**config.mk**
```make
export PLATFORM = sky130hd
export DESIGN_NAME = mem_arbiter_flat
export DESIGN_NICKNAME = d
export VERILOG_FILES = /design/src/rtl/mem_arbiter_pkg.sv /design/src/rtl/mem_arbiter_if.sv /design/src/rtl/mem_byte_assembler.sv /design/src/rtl/mem_arbiter.sv /design/src/flat_wrapper.sv
export SDC_FILE = /design/constraint.sdc
export NUM_CORES = 1
export LEC_CHECK = 0
export CORE_MARGIN = 2
export CORE_UTILIZATION = 40
export DETAILED_ROUTE_END_ITERATION = 6
export GPL_ROUTABILITY_DRIVEN = 0
export PLACE_DENSITY = 0.75
export SLEW_MARGIN = 10
export SYNTH_ARGS = -nofsm -noshare
export SYNTH_HDL_FRONTEND = slang
export SYNTH_SLANG_ARGS = --single-unit
```
**constraint.sdc**
```tcl
create_clock -name clk_in -period 2.8 [get_ports clk_in]
set_input_delay 0.28 -clock clk_in [delete_from_list [all_inputs] [get_ports clk_in]]
set_output_delay 0.28 -clock clk_in [all_outputs]
set_load 0.005 [all_outputs]
```
**src/rtl/mem_arbiter_pkg.sv**
```systemverilog
// Shared definitions for the memory-port arbiter: access types, FSM encoding,
// owner encoding and address-decode helpers.
package mem_arbiter_pkg;

    localparam logic [2:0] LS_B  = 3'b000;
    localparam logic [2:0] LS_H  = 3'b001;
    localparam logic [2:0] LS_W  = 3'b010;
    localparam logic [2:0] LS_BU = 3'b100;
    localparam logic [2:0] LS_HU = 3'b101;

    typedef enum logic [1:0] {
        ST_IDLE,
        ST_READ,
        ST_WRITE,
        ST_DONE
    } arb_state_t;

    typedef enum logic {
        OWN_LS,
        OWN_IC
    } owner_t;

    // The two address bits just below the IO decode point are both set for IO.
    function automatic logic is_io_region(input logic [1:0] region_bits);
        return region_bits == 2'b11;
    endfunction

    function automatic logic [2:0] access_bytes(input logic [2:0] funct3);
        case (funct3[1:0])
            2'b00:   return 3'd1;
            2'b01:   return 3'd2;
            default: return 3'd4;
        endcase
    endfunction

endpackage

```
**src/rtl/mem_arbiter_if.sv**
```systemverilog
// Bundles the icache, load/store buffer and byte-wide memory bus signals
// seen by the arbiter.
interface mem_arbiter_if #(
    parameter int ADDR_WIDTH = 32
);
    logic                  ic_req_in;
    logic [ADDR_WIDTH-1:0] ic_addr_in;
    logic [31:0]           ic_data_out;
    logic                  ic_done_out;

    logic                  ls_req_in;
    logic                  ls_wr_in;
    logic [2:0]            ls_type_in;
    logic [ADDR_WIDTH-1:0] ls_addr_in;
    logic [31:0]           ls_wdata_in;
    logic [31:0]           ls_rdata_out;
    logic                  ls_done_out;

    logic [7:0]            mem_din_in;
    logic [7:0]            mem_dout_out;
    logic [ADDR_WIDTH-1:0] mem_a_out;
    logic                  mem_wr_out;
    logic                  io_buffer_full_in;

    modport slave (
        input  ic_req_in, ic_addr_in, ls_req_in, ls_wr_in, ls_type_in,
               ls_addr_in, ls_wdata_in, mem_din_in, io_buffer_full_in,
        output ic_data_out, ic_done_out, ls_rdata_out, ls_done_out,
               mem_dout_out, mem_a_out, mem_wr_out
    );

    modport master (
        output ic_req_in, ic_addr_in, ls_req_in, ls_wr_in, ls_type_in,
               ls_addr_in, ls_wdata_in, mem_din_in, io_buffer_full_in,
        input  ic_data_out, ic_done_out, ls_rdata_out, ls_done_out,
               mem_dout_out, mem_a_out, mem_wr_out
    );
endinterface

```
**src/rtl/mem_byte_assembler.sv**
```systemverilog
// Collects read bytes into a little-endian word and produces the
// sign/zero-extended load result for the latched access type.
module mem_byte_assembler
    import mem_arbiter_pkg::*;
(
    input  logic        clk_in,
    input  logic        rst_n_in,
    input  logic        clear,
    input  logic        capture,
    input  logic [1:0]  lane,
    input  logic [7:0]  din,
    input  logic [2:0]  ls_type,
    output logic [31:0] word,
    output logic [31:0] ext
);

    generate
        for (genvar gi = 0; gi < 4; gi++) begin : g_lane
            logic [7:0] byte_reg;

            always_ff @(posedge clk_in or negedge rst_n_in) begin
                if (!rst_n_in) begin
                    byte_reg <= '0;
                end else if (clear) begin
                    byte_reg <= '0;
                end else if (capture && lane == 2'(gi)) begin
                    byte_reg <= din;
                end
            end

            assign word[gi*8 +: 8] = byte_reg;
        end
    endgenerate

    always_comb begin
        ext = word;
        case (ls_type)
            LS_B:    ext = {{24{word[7]}}, word[7:0]};
            LS_H:    ext = {{16{word[15]}}, word[15:0]};
            LS_BU:   ext = {24'd0, word[7:0]};
            LS_HU:   ext = {16'd0, word[15:0]};
            default: ext = word;
        endcase
    end

endmodule

```
**src/rtl/mem_arbiter.sv**
```systemverilog
// Round-robin arbiter sharing the byte-wide memory port between the icache
// and the load/store buffer, sequencing multi-byte accesses one byte per cycle.
module mem_arbiter
    import mem_arbiter_pkg::*;
#(
    parameter int ADDR_WIDTH = 32,
    parameter int IO_HI_BIT  = 17
) (
    input  logic          clk_in,
    input  logic          rst_n_in,
    input  logic          rdy_in,
    input  logic          flush_in,
    mem_arbiter_if.slave  bus
);

    arb_state_t            state_reg;
    owner_t                owner_reg;
    logic                  last_ic_reg;
    logic                  is_store_reg;
    logic [ADDR_WIDTH-1:0] addr_reg;
    logic [31:0]           wdata_reg;
    logic [2:0]            type_reg;
    logic [2:0]            nbytes_reg;
    logic [2:0]            cnt_reg;

    logic [ADDR_WIDTH-1:0] cur_addr;
    logic                  grant_ic;
    logic                  accept;
    logic                  io_stall;
    logic                  read_active;
    logic                  done_fire;
    logic                  capture;
    logic [31:0]           asm_word;
    logic [31:0]           asm_ext;

    assign cur_addr = addr_reg + ADDR_WIDTH'(cnt_reg);

    // When both requesters wait, the one not served last wins.
    assign grant_ic = bus.ic_req_in && (!bus.ls_req_in || !last_ic_reg);
    assign accept   = rdy_in && state_reg == ST_IDLE && !flush_in &&
                      (bus.ic_req_in || bus.ls_req_in);
    assign io_stall = state_reg == ST_WRITE && bus.io_buffer_full_in &&
                      is_io_region(cur_addr[IO_HI_BIT -: 2]);

    assign read_active = state_reg == ST_READ && cnt_reg < nbytes_reg;
    assign capture     = rdy_in && state_reg == ST_READ && cnt_reg != 3'd0;

    // A flush hides a pending read result but never a committed store.
    assign done_fire = rdy_in && state_reg == ST_DONE && !(flush_in && !is_store_reg);

    assign bus.mem_a_out    = (read_active || state_reg == ST_WRITE) ? cur_addr : '0;
    assign bus.mem_dout_out = (state_reg == ST_WRITE) ?
                              wdata_reg[{cnt_reg[1:0], 3'b000} +: 8] : 8'd0;
    assign bus.mem_wr_out   = rdy_in && state_reg == ST_WRITE && !io_stall;

    assign bus.ic_done_out  = done_fire && owner_reg == OWN_IC;
    assign bus.ls_done_out  = done_fire && owner_reg == OWN_LS;
    assign bus.ic_data_out  = bus.ic_done_out ? asm_word : 32'd0;
    assign bus.ls_rdata_out = bus.ls_done_out ? asm_ext : 32'd0;

    mem_byte_assembler u_assembler (
        .clk_in   (clk_in),
        .rst_n_in (rst_n_in),
        .clear    (accept),
        .capture  (capture),
        .lane     (2'(cnt_reg - 3'd1)),
        .din      (bus.mem_din_in),
        .ls_type  (type_reg),
        .word     (asm_word),
        .ext      (asm_ext)
    );

    always_ff @(posedge clk_in or negedge rst_n_in) begin
        if (!rst_n_in) begin
            state_reg    <= ST_IDLE;
            owner_reg    <= OWN_LS;
            last_ic_reg  <= 1'b1;
            is_store_reg <= 1'b0;
            addr_reg     <= '0;
            wdata_reg    <= '0;
            type_reg     <= LS_W;
            nbytes_reg   <= 3'd4;
            cnt_reg      <= 3'd0;
        end else if (rdy_in) begin
            case (state_reg)
                ST_IDLE: begin
                    if (accept) begin
                        owner_reg    <= grant_ic ? OWN_IC : OWN_LS;
                        last_ic_reg  <= grant_ic;
                        is_store_reg <= !grant_ic && bus.ls_wr_in;
                        addr_reg     <= grant_ic ? bus.ic_addr_in : bus.ls_addr_in;
                        wdata_reg    <= bus.ls_wdata_in;
                        type_reg     <= grant_ic ? LS_W : bus.ls_type_in;
                        nbytes_reg   <= grant_ic ? 3'd4 : access_bytes(bus.ls_type_in);
                        cnt_reg      <= 3'd0;
                        state_reg    <= (!grant_ic && bus.ls_wr_in) ? ST_WRITE : ST_READ;
                    end
                end
                ST_READ: begin
                    if (flush_in) begin
                        state_reg <= ST_IDLE;
                    end else if (cnt_reg == nbytes_reg) begin
                        state_reg <= ST_DONE;
                    end else begin
                        cnt_reg <= cnt_reg + 3'd1;
                    end
                end
                ST_WRITE: begin
                    if (!io_stall) begin
                        if (cnt_reg == nbytes_reg - 3'd1) begin
                            state_reg <= ST_DONE;
                        end else begin
                            cnt_reg <= cnt_reg + 3'd1;
                        end
                    end
                end
                default: begin
                    state_reg <= ST_IDLE;
                end
            endcase
        end
    end

endmodule
```
**src/flat_wrapper.sv**
```systemverilog
// flat-port wrapper written by rule: the top's interface ports become plain ports
module mem_arbiter_flat import mem_arbiter_pkg::*;
#(
    parameter int ADDR_WIDTH = 32,
    parameter int IO_HI_BIT  = 17
)
  (clk_in, rst_n_in, rdy_in, flush_in, bus_ic_req_in, bus_ic_addr_in, bus_ls_req_in, bus_ls_wr_in, bus_ls_type_in, bus_ls_addr_in, bus_ls_wdata_in, bus_mem_din_in, bus_io_buffer_full_in, bus_ic_data_out, bus_ic_done_out, bus_ls_rdata_out, bus_ls_done_out, bus_mem_dout_out, bus_mem_a_out, bus_mem_wr_out);
  mem_arbiter_if #(.ADDR_WIDTH(ADDR_WIDTH)) bus_i ();
  input  logic clk_in;
  input  logic rst_n_in;
  input  logic rdy_in;
  input  logic flush_in;
  input wire logic [$bits(bus_i.ic_req_in)-1:0] bus_ic_req_in;
  input wire logic [$bits(bus_i.ic_addr_in)-1:0] bus_ic_addr_in;
  input wire logic [$bits(bus_i.ls_req_in)-1:0] bus_ls_req_in;
  input wire logic [$bits(bus_i.ls_wr_in)-1:0] bus_ls_wr_in;
  input wire logic [$bits(bus_i.ls_type_in)-1:0] bus_ls_type_in;
  input wire logic [$bits(bus_i.ls_addr_in)-1:0] bus_ls_addr_in;
  input wire logic [$bits(bus_i.ls_wdata_in)-1:0] bus_ls_wdata_in;
  input wire logic [$bits(bus_i.mem_din_in)-1:0] bus_mem_din_in;
  input wire logic [$bits(bus_i.io_buffer_full_in)-1:0] bus_io_buffer_full_in;
  output wire logic [$bits(bus_i.ic_data_out)-1:0] bus_ic_data_out;
  output wire logic [$bits(bus_i.ic_done_out)-1:0] bus_ic_done_out;
  output wire logic [$bits(bus_i.ls_rdata_out)-1:0] bus_ls_rdata_out;
  output wire logic [$bits(bus_i.ls_done_out)-1:0] bus_ls_done_out;
  output wire logic [$bits(bus_i.mem_dout_out)-1:0] bus_mem_dout_out;
  output wire logic [$bits(bus_i.mem_a_out)-1:0] bus_mem_a_out;
  output wire logic [$bits(bus_i.mem_wr_out)-1:0] bus_mem_wr_out;
  assign bus_i.ic_req_in = bus_ic_req_in;
  assign bus_i.ic_addr_in = bus_ic_addr_in;
  assign bus_i.ls_req_in = bus_ls_req_in;
  assign bus_i.ls_wr_in = bus_ls_wr_in;
  assign bus_i.ls_type_in = bus_ls_type_in;
  assign bus_i.ls_addr_in = bus_ls_addr_in;
  assign bus_i.ls_wdata_in = bus_ls_wdata_in;
  assign bus_i.mem_din_in = bus_mem_din_in;
  assign bus_i.io_buffer_full_in = bus_io_buffer_full_in;
  assign bus_ic_data_out = bus_i.ic_data_out;
  assign bus_ic_done_out = bus_i.ic_done_out;
  assign bus_ls_rdata_out = bus_i.ls_rdata_out;
  assign bus_ls_done_out = bus_i.ls_done_out;
  assign bus_mem_dout_out = bus_i.mem_dout_out;
  assign bus_mem_a_out = bus_i.mem_a_out;
  assign bus_mem_wr_out = bus_i.mem_wr_out;
  mem_arbiter #(.ADDR_WIDTH(ADDR_WIDTH), .IO_HI_BIT(IO_HI_BIT)) u_core (.clk_in(clk_in), .rst_n_in(rst_n_in), .rdy_in(rdy_in), .flush_in(flush_in), .bus(bus_i));
endmodule
```
; Word level (Yosys, flattened, before mapping)
; Index checks and enable logic that the tools add are counted.
; W data, S select, Z words.
[word_totals]
ff_bits = 110
[classes]
addsub = 4
magnitude_cmp = 1
n_eq_ne = 20
n_shift = 1
mux = 31
bitwise_logic = 1
n_reduce_logical = 44
[ops]
columns = cell, count
row1 = $mux W32, 4
row2 = $pmux W32 S4, 1
row3 = $mux W8, 9
row4 = $add A32 B3 Y32, 1
row5 = $shiftx A32 B6 Y8, 1
row6 = $logic_and A1 B1 Y1, 21
row7 = $mux W3, 7
row8 = $mux W2, 6
row9 = $eq A2 B2 Y1 const B, 5
row10 = $ne A2 B2 Y1 const B, 5
row11 = $pmux W3 S3, 1
row12 = $reduce_bool A2 Y1, 4
row13 = $logic_not A1 Y1, 7
row14 = $reduce_and A7 Y1, 1
row15 = $eq A2 B1 Y1 const B, 3
row16 = $eq A3 B3 Y1, 2
row17 = $eq A3 B3 Y1 const B, 2
row18 = $logic_not A2 Y1, 3
row19 = $pmux W2 S3, 1
row20 = $pmux W3 S2, 1
row21 = $reduce_bool A3 Y1, 2
row22 = $reduce_and A5 Y1, 1
row23 = $add A3 B1 Y3 const B, 1
row24 = $eq A3 B1 Y1 const B, 1
row25 = other kinds (10), 12

; Longest topological paths before layout
[logic_depth]
word_depth = 8
depth_mapped = 9
ltp_nobuf = 8

; Hierarchy
; A second synthesis with hierarchy kept.
[unflattened]
cells_unflattened = 813
hier_area_um2 = 6796.5
[modules_own_cells]
columns = module, n_inst, cells_per_inst, area_each_um2, seq_area_each_um2
row1 = mem_arbiter, 1, 628, 4991.0, 1955.6
row2 = mem_byte_assembler, 1, 185, 1805.5, 800.8

; Least setup slack after synthesis
; Ideal clock, no wire load.
[synth_timing]
kind = register to register
startpoint = register u_core.cnt_reg[1]
endpoint = register u_core.state_reg[0]
setup_ns = 0.128
t_arrival_ns = 2.500
setup_slack_ns = 0.172
path_stages_with_launch = 8
cell_sequence = dfrtp_1 ha_1 a211o_1 or3b_2 or4_1 a22oi_4 a21oi_2 mux2_1
[synth_between]
elab_chain_len = 5
[synth_rtl]
columns = item, line
row1 = "start, declared", mem_arbiter.sv:24  ; logic [2:0] cnt_reg;
row2 = "start signal, assigned", mem_arbiter.sv:105  ; cnt_reg <= cnt_reg + 3'd1;
row3 = "start signal, assigned", mem_arbiter.sv:113  ; cnt_reg <= cnt_reg + 3'd1;
row4 = $add A32 B3 Y32, mem_arbiter.sv:36  ; assign cur_addr = addr_reg + ADDR_WIDTH'(cnt_reg);
row5 = $eq A2 B2 Y1, mem_arbiter_pkg.sv:25  ; return region_bits == 2'b11;
row6 = $logic_and A1 B1 Y1, mem_arbiter.sv:42  ; assign io_stall = state_reg == ST_WRITE && bus.io_buffer_full_in &&
row7 = $ne A2 B2 Y1 (no line), -
row8 = $reduce_and A5 Y1 (no line) *, -
row9 = "end signal, assigned", mem_arbiter.sv:96  ; state_reg <= (!grant_ic && bus.ls_wr_in) ? ST_WRITE : ST_READ;
row10 = "end, declared", mem_arbiter.sv:16  ; arb_state_t state_reg;
; Every way passes the cells marked *; elsewhere a longest branch is shown, timed or not.
; A chain may end at the register's enable or synchronous reset.

; Worst setup path after layout
[layout_timing]
startpoint = register u_core.addr_reg[0]
endpoint = output port bus_mem_a_out[18]
[layout_between]
elab_chain_len = 2
[layout_rtl]
columns = item, line
row1 = "start, declared", mem_arbiter.sv:20  ; logic [ADDR_WIDTH-1:0] addr_reg;
row2 = "start signal, assigned", mem_arbiter.sv:91  ; addr_reg <= grant_ic ? bus.ic_addr_in : bus.ls_addr_in;
row3 = $add A32 B3 Y32, mem_arbiter.sv:36
row4 = $mux W32, mem_arbiter.sv:51  ; assign bus.mem_a_out = (read_active || state_reg == ST_WRITE) ? cur_addr : '0;
row5 = "end, declared", flat_wrapper.sv:27  ; output wire logic [$bits(bus_i.mem_a_out)-1:0] bus_mem_a_out;
; Every way passes these cells.

==> results.cfg <==
[run_status]
status = complete, but fails checks
failed_checks = hold timing, setup timing

[worst_setup_path]
slowest_delay_ns = 0.56
worstPathMaxFanout = 4
worstPathCellList = ha_4, fa_2, a21oi_2, or4_4, nor2_4, buf_6, buf_6, buf_6, nand4_1, xor2_1, nor2_1, buf_2
cp.required_ns = 2.52
crit_type = flop to output port
cp_slowest_cell = or4_4
crit_path_start_kind = flop
worstPathArrival_ns = 2.62
end_kind = output port
worst_path_most_repeated_cell = buf_6
reg2regPathDepth = 9

[layout]
fin_cells = 1250
utilization_pct = 61.1
postLayoutCellArea_um2 = 9640
fillers = 1426
antennaDiodeCount = 0
synthToLayoutAreaGrowth_pct = 50.1
nets = 1163
drive_gt1_share_pct = 13.0

[routing]
vias = 6281
wirelength_mm = 19.5
drc = 0
wl_per_cell_um = 15.6
drt_iter0_drc = 349
drt-pass1-iter-count = 4
ant_nets = 0
viasPerCell = 5.02

[yosys]
avgSynthCellArea_um2 = 8.18
ys.flop_type = dfrtp_1
ys_seq_area_share_pct = 42.9
yosysUniqueCellTypes = 47
synth_nets = 918
synth_warnings = 0
synthArstFlopShare_pct = 100
synth_edf_count = 0
synth.cell_area_um2 = 6420
ys_ff_latch = 110
syn_inst = 785

[power_and_ir_drop]
total_power_mw = 8.60
vdd_ir_drop_max_mv = 0.481
p_leak_nw = 4.33
p_per_area_nw_per_um2 = 892

[floorplanning]
design.core.area_um2 = 15800
chipWidth_um = 131
fp.dieH_um = 131
fp-row-count = 46
pin_count = 222
initial_utilization_pct = 40.7
dieArea_um2 = 17100

[timing]
slew_viol_final = 0
period_share_pct = 104
final.setup_skew_ns = 0.00526
final.min_clock_period_ns = 2.90
fin_ws_ns = -0.102
hold_viol = 9
whs_ns = -0.0354
fin_tns_setup_ns = -0.744
setup_violations = 13
rsz0062_at_grt = yes
max_freq_mhz = 345
worstMarginPinSlew_ns = 0.629
max_slew_margin_pct = 58.1

[grt]
grt_max_degree = 111
grt_pass1_wl_mm = 30.6
grt_overflow_total = 0
first_global_vias = 5984
antenna_found_initial = 0
grt_usage_pct = 23.0

[placed_design]
place_area_um2 = 9070
io_buffers = 221
dpl.hpwl_mm = 13.6
dp.cells = 1217

[clocking]
cts_made_buffers = 9
worstSkewPairLatency_ns = 0.35
clkSinkCount = 110
clk_pin_slew_ns = 0.07
clk_path_buf_depth = 2
cts_tree = built
htree_levels = 3
cts_root_buf = clkbuf_16

[job]
maxCapViolations = 0

[min_path]
hold_path_class = input port to async pin
[cell type report]
class | instances | area (µm²) | share of cell area (%)
multi-input combinational | 600 | 3590 | 37.2
sequential | 110 | 2760 | 28.6
timing repair buffer | 277 | 2610 | 27.1
tap | 216 | 270 | 2.80
clock buffer | 11 | 233 | 2.41
inverter | 32 | 120 | 1.25
clock inverter | 4 | 55.1 | 0.571
[cells in the final DEF (no fill, tap or decap), types with 3 or more instances in the layout]
cell and n:
nor2_1 90, mux4_2 8, mux2i_1 27, nand2b_1 3, or3_1 4, a31oi_1 32, nand2_1 212, inv_1 31
buf_12 3, nor3_2 4, clkbuf_16 9, dfrtp_1 107, o21ai_0 14, ha_4 3, clkdlybuf4s50_1 195, xnor2_1 14
nand3_1 7, dfstp_2 3, and4_1 3, nor3_1 20, ha_1 14, nor2b_1 5, nand4_1 7, buf_6 6
xor2_1 11, a21oi_1 40, or4_4 3, nor2_4 3, buf_2 8, dlygate4sd2_1 10, a21oi_2 5, clkbuf_2 5
and2_1 33, nand3_2 5, buf_4 48
[kinds of logic after synthesis]
| group | synth area share, % |
|---|---|
| compound gates | 9.80 |
| xor+xnor | 3.92 |
| fa+ha+maj | 3.62 |
| buf+inv | 4.38 |
| flops | 42.9 |
| mux | 7.37 |
| simple gates | 28.0 |
[worst max-delay path, delay by kind of cell, from the launching register on]
family                     cells  cell delay [ns]
DFF                            1             0.39
and+or+nand+nor                4             0.87
adders and majority gates      2             0.36
xor gates and xnor gates       1             0.17
buffers and inverters          4             0.41
AOI/OAI and AO/OA              1             0.06
[metrics by stage]
step | hold slack, ns | setup WS [ns]
2_1_floorplan | -0.0156 | 0.172
3_3_place_gp | 0.404 | -0.0842
3_5_place_dp | 0.421 | -0.175
4_1_cts | 0.0453 | -0.148
5_1_grt | 0.0533 | -0.226
6_report | -0.0354 | -0.102
[metal layers]
layer	track usage, %	routed length (µm)	vias to the layer above
li1	-	-	3097
met1	29.6	8250	2982
met2	39.4	9790	170
met3	3.18	949	32
met4	8.64	495	0
met5	0	0	-
[power by group]
group | internal, mW | total, mW | switching, mW
Clock | 0.697 | 1.29 | 0.592
Combinational | 2.18 | 4.40 | 2.22
Sequential | 2.31 | 2.91 | 0.598
Total | 5.19 | 8.60 | 3.41
[synthesized netlist by cell type, types with 2 or more instances]
master	count	area (µm²)
mux4_2	8	180
or4_4	2	22.5
a21oi_2	2	17.5
nor3_1	26	130
mux2_1	2	22.5
nand4_1	7	43.8
mux2i_1	27	270
inv_1	31	116
nand3_1	11	55.1
xor2_1	11	96.3
or3_1	5	31.3
o31ai_1	2	15.0
and2_1	33	206
a31oi_1	33	206
clkbuf_1	43	161
o21ai_0	15	75.1
a21oi_1	43	215
nor2b_1	5	31.3
and3_1	3	18.8
dfstp_2	3	78.8
xnor2_1	15	131
nand2b_1	3	18.8
a211o_1	2	17.5
nand2_1	212	796
ha_1	17	213
and4_1	3	26.3
o211ai_1	2	15.0
nor2_1	94	353
dfrtp_1	107	2680
[path summary, 6_finish.rpt]
kind / startpoint / endpoint / slack [ns]
max: u_core.addr_reg[0] / bus_mem_a_out[18] / -0.10
min: rst_n_in / u_core.addr_reg[6] / -0.04
max reg2reg: u_core.addr_reg[0] / u_core.state_reg[0] / 0.10
min reg2reg: u_core.last_ic_reg / u_core.last_ic_reg / 0.46
max in group asynchronous: rst_n_in / u_core.cnt_reg[1] / 2.33
min in group clk_in: bus_ls_wdata_in[18] / u_core.wdata_reg[18] / 0.45
[timing repair]
item                                    in CTS  in global routing
setup buffers                               10                  8
gates resized for setup                     68                 38
gates cloned                                 0                  0
pin swaps                                   12                 21
hold buffers                                 0                  0
endpoints found under the setup margin      51                 36
Power figures use the tool's default switching activity.
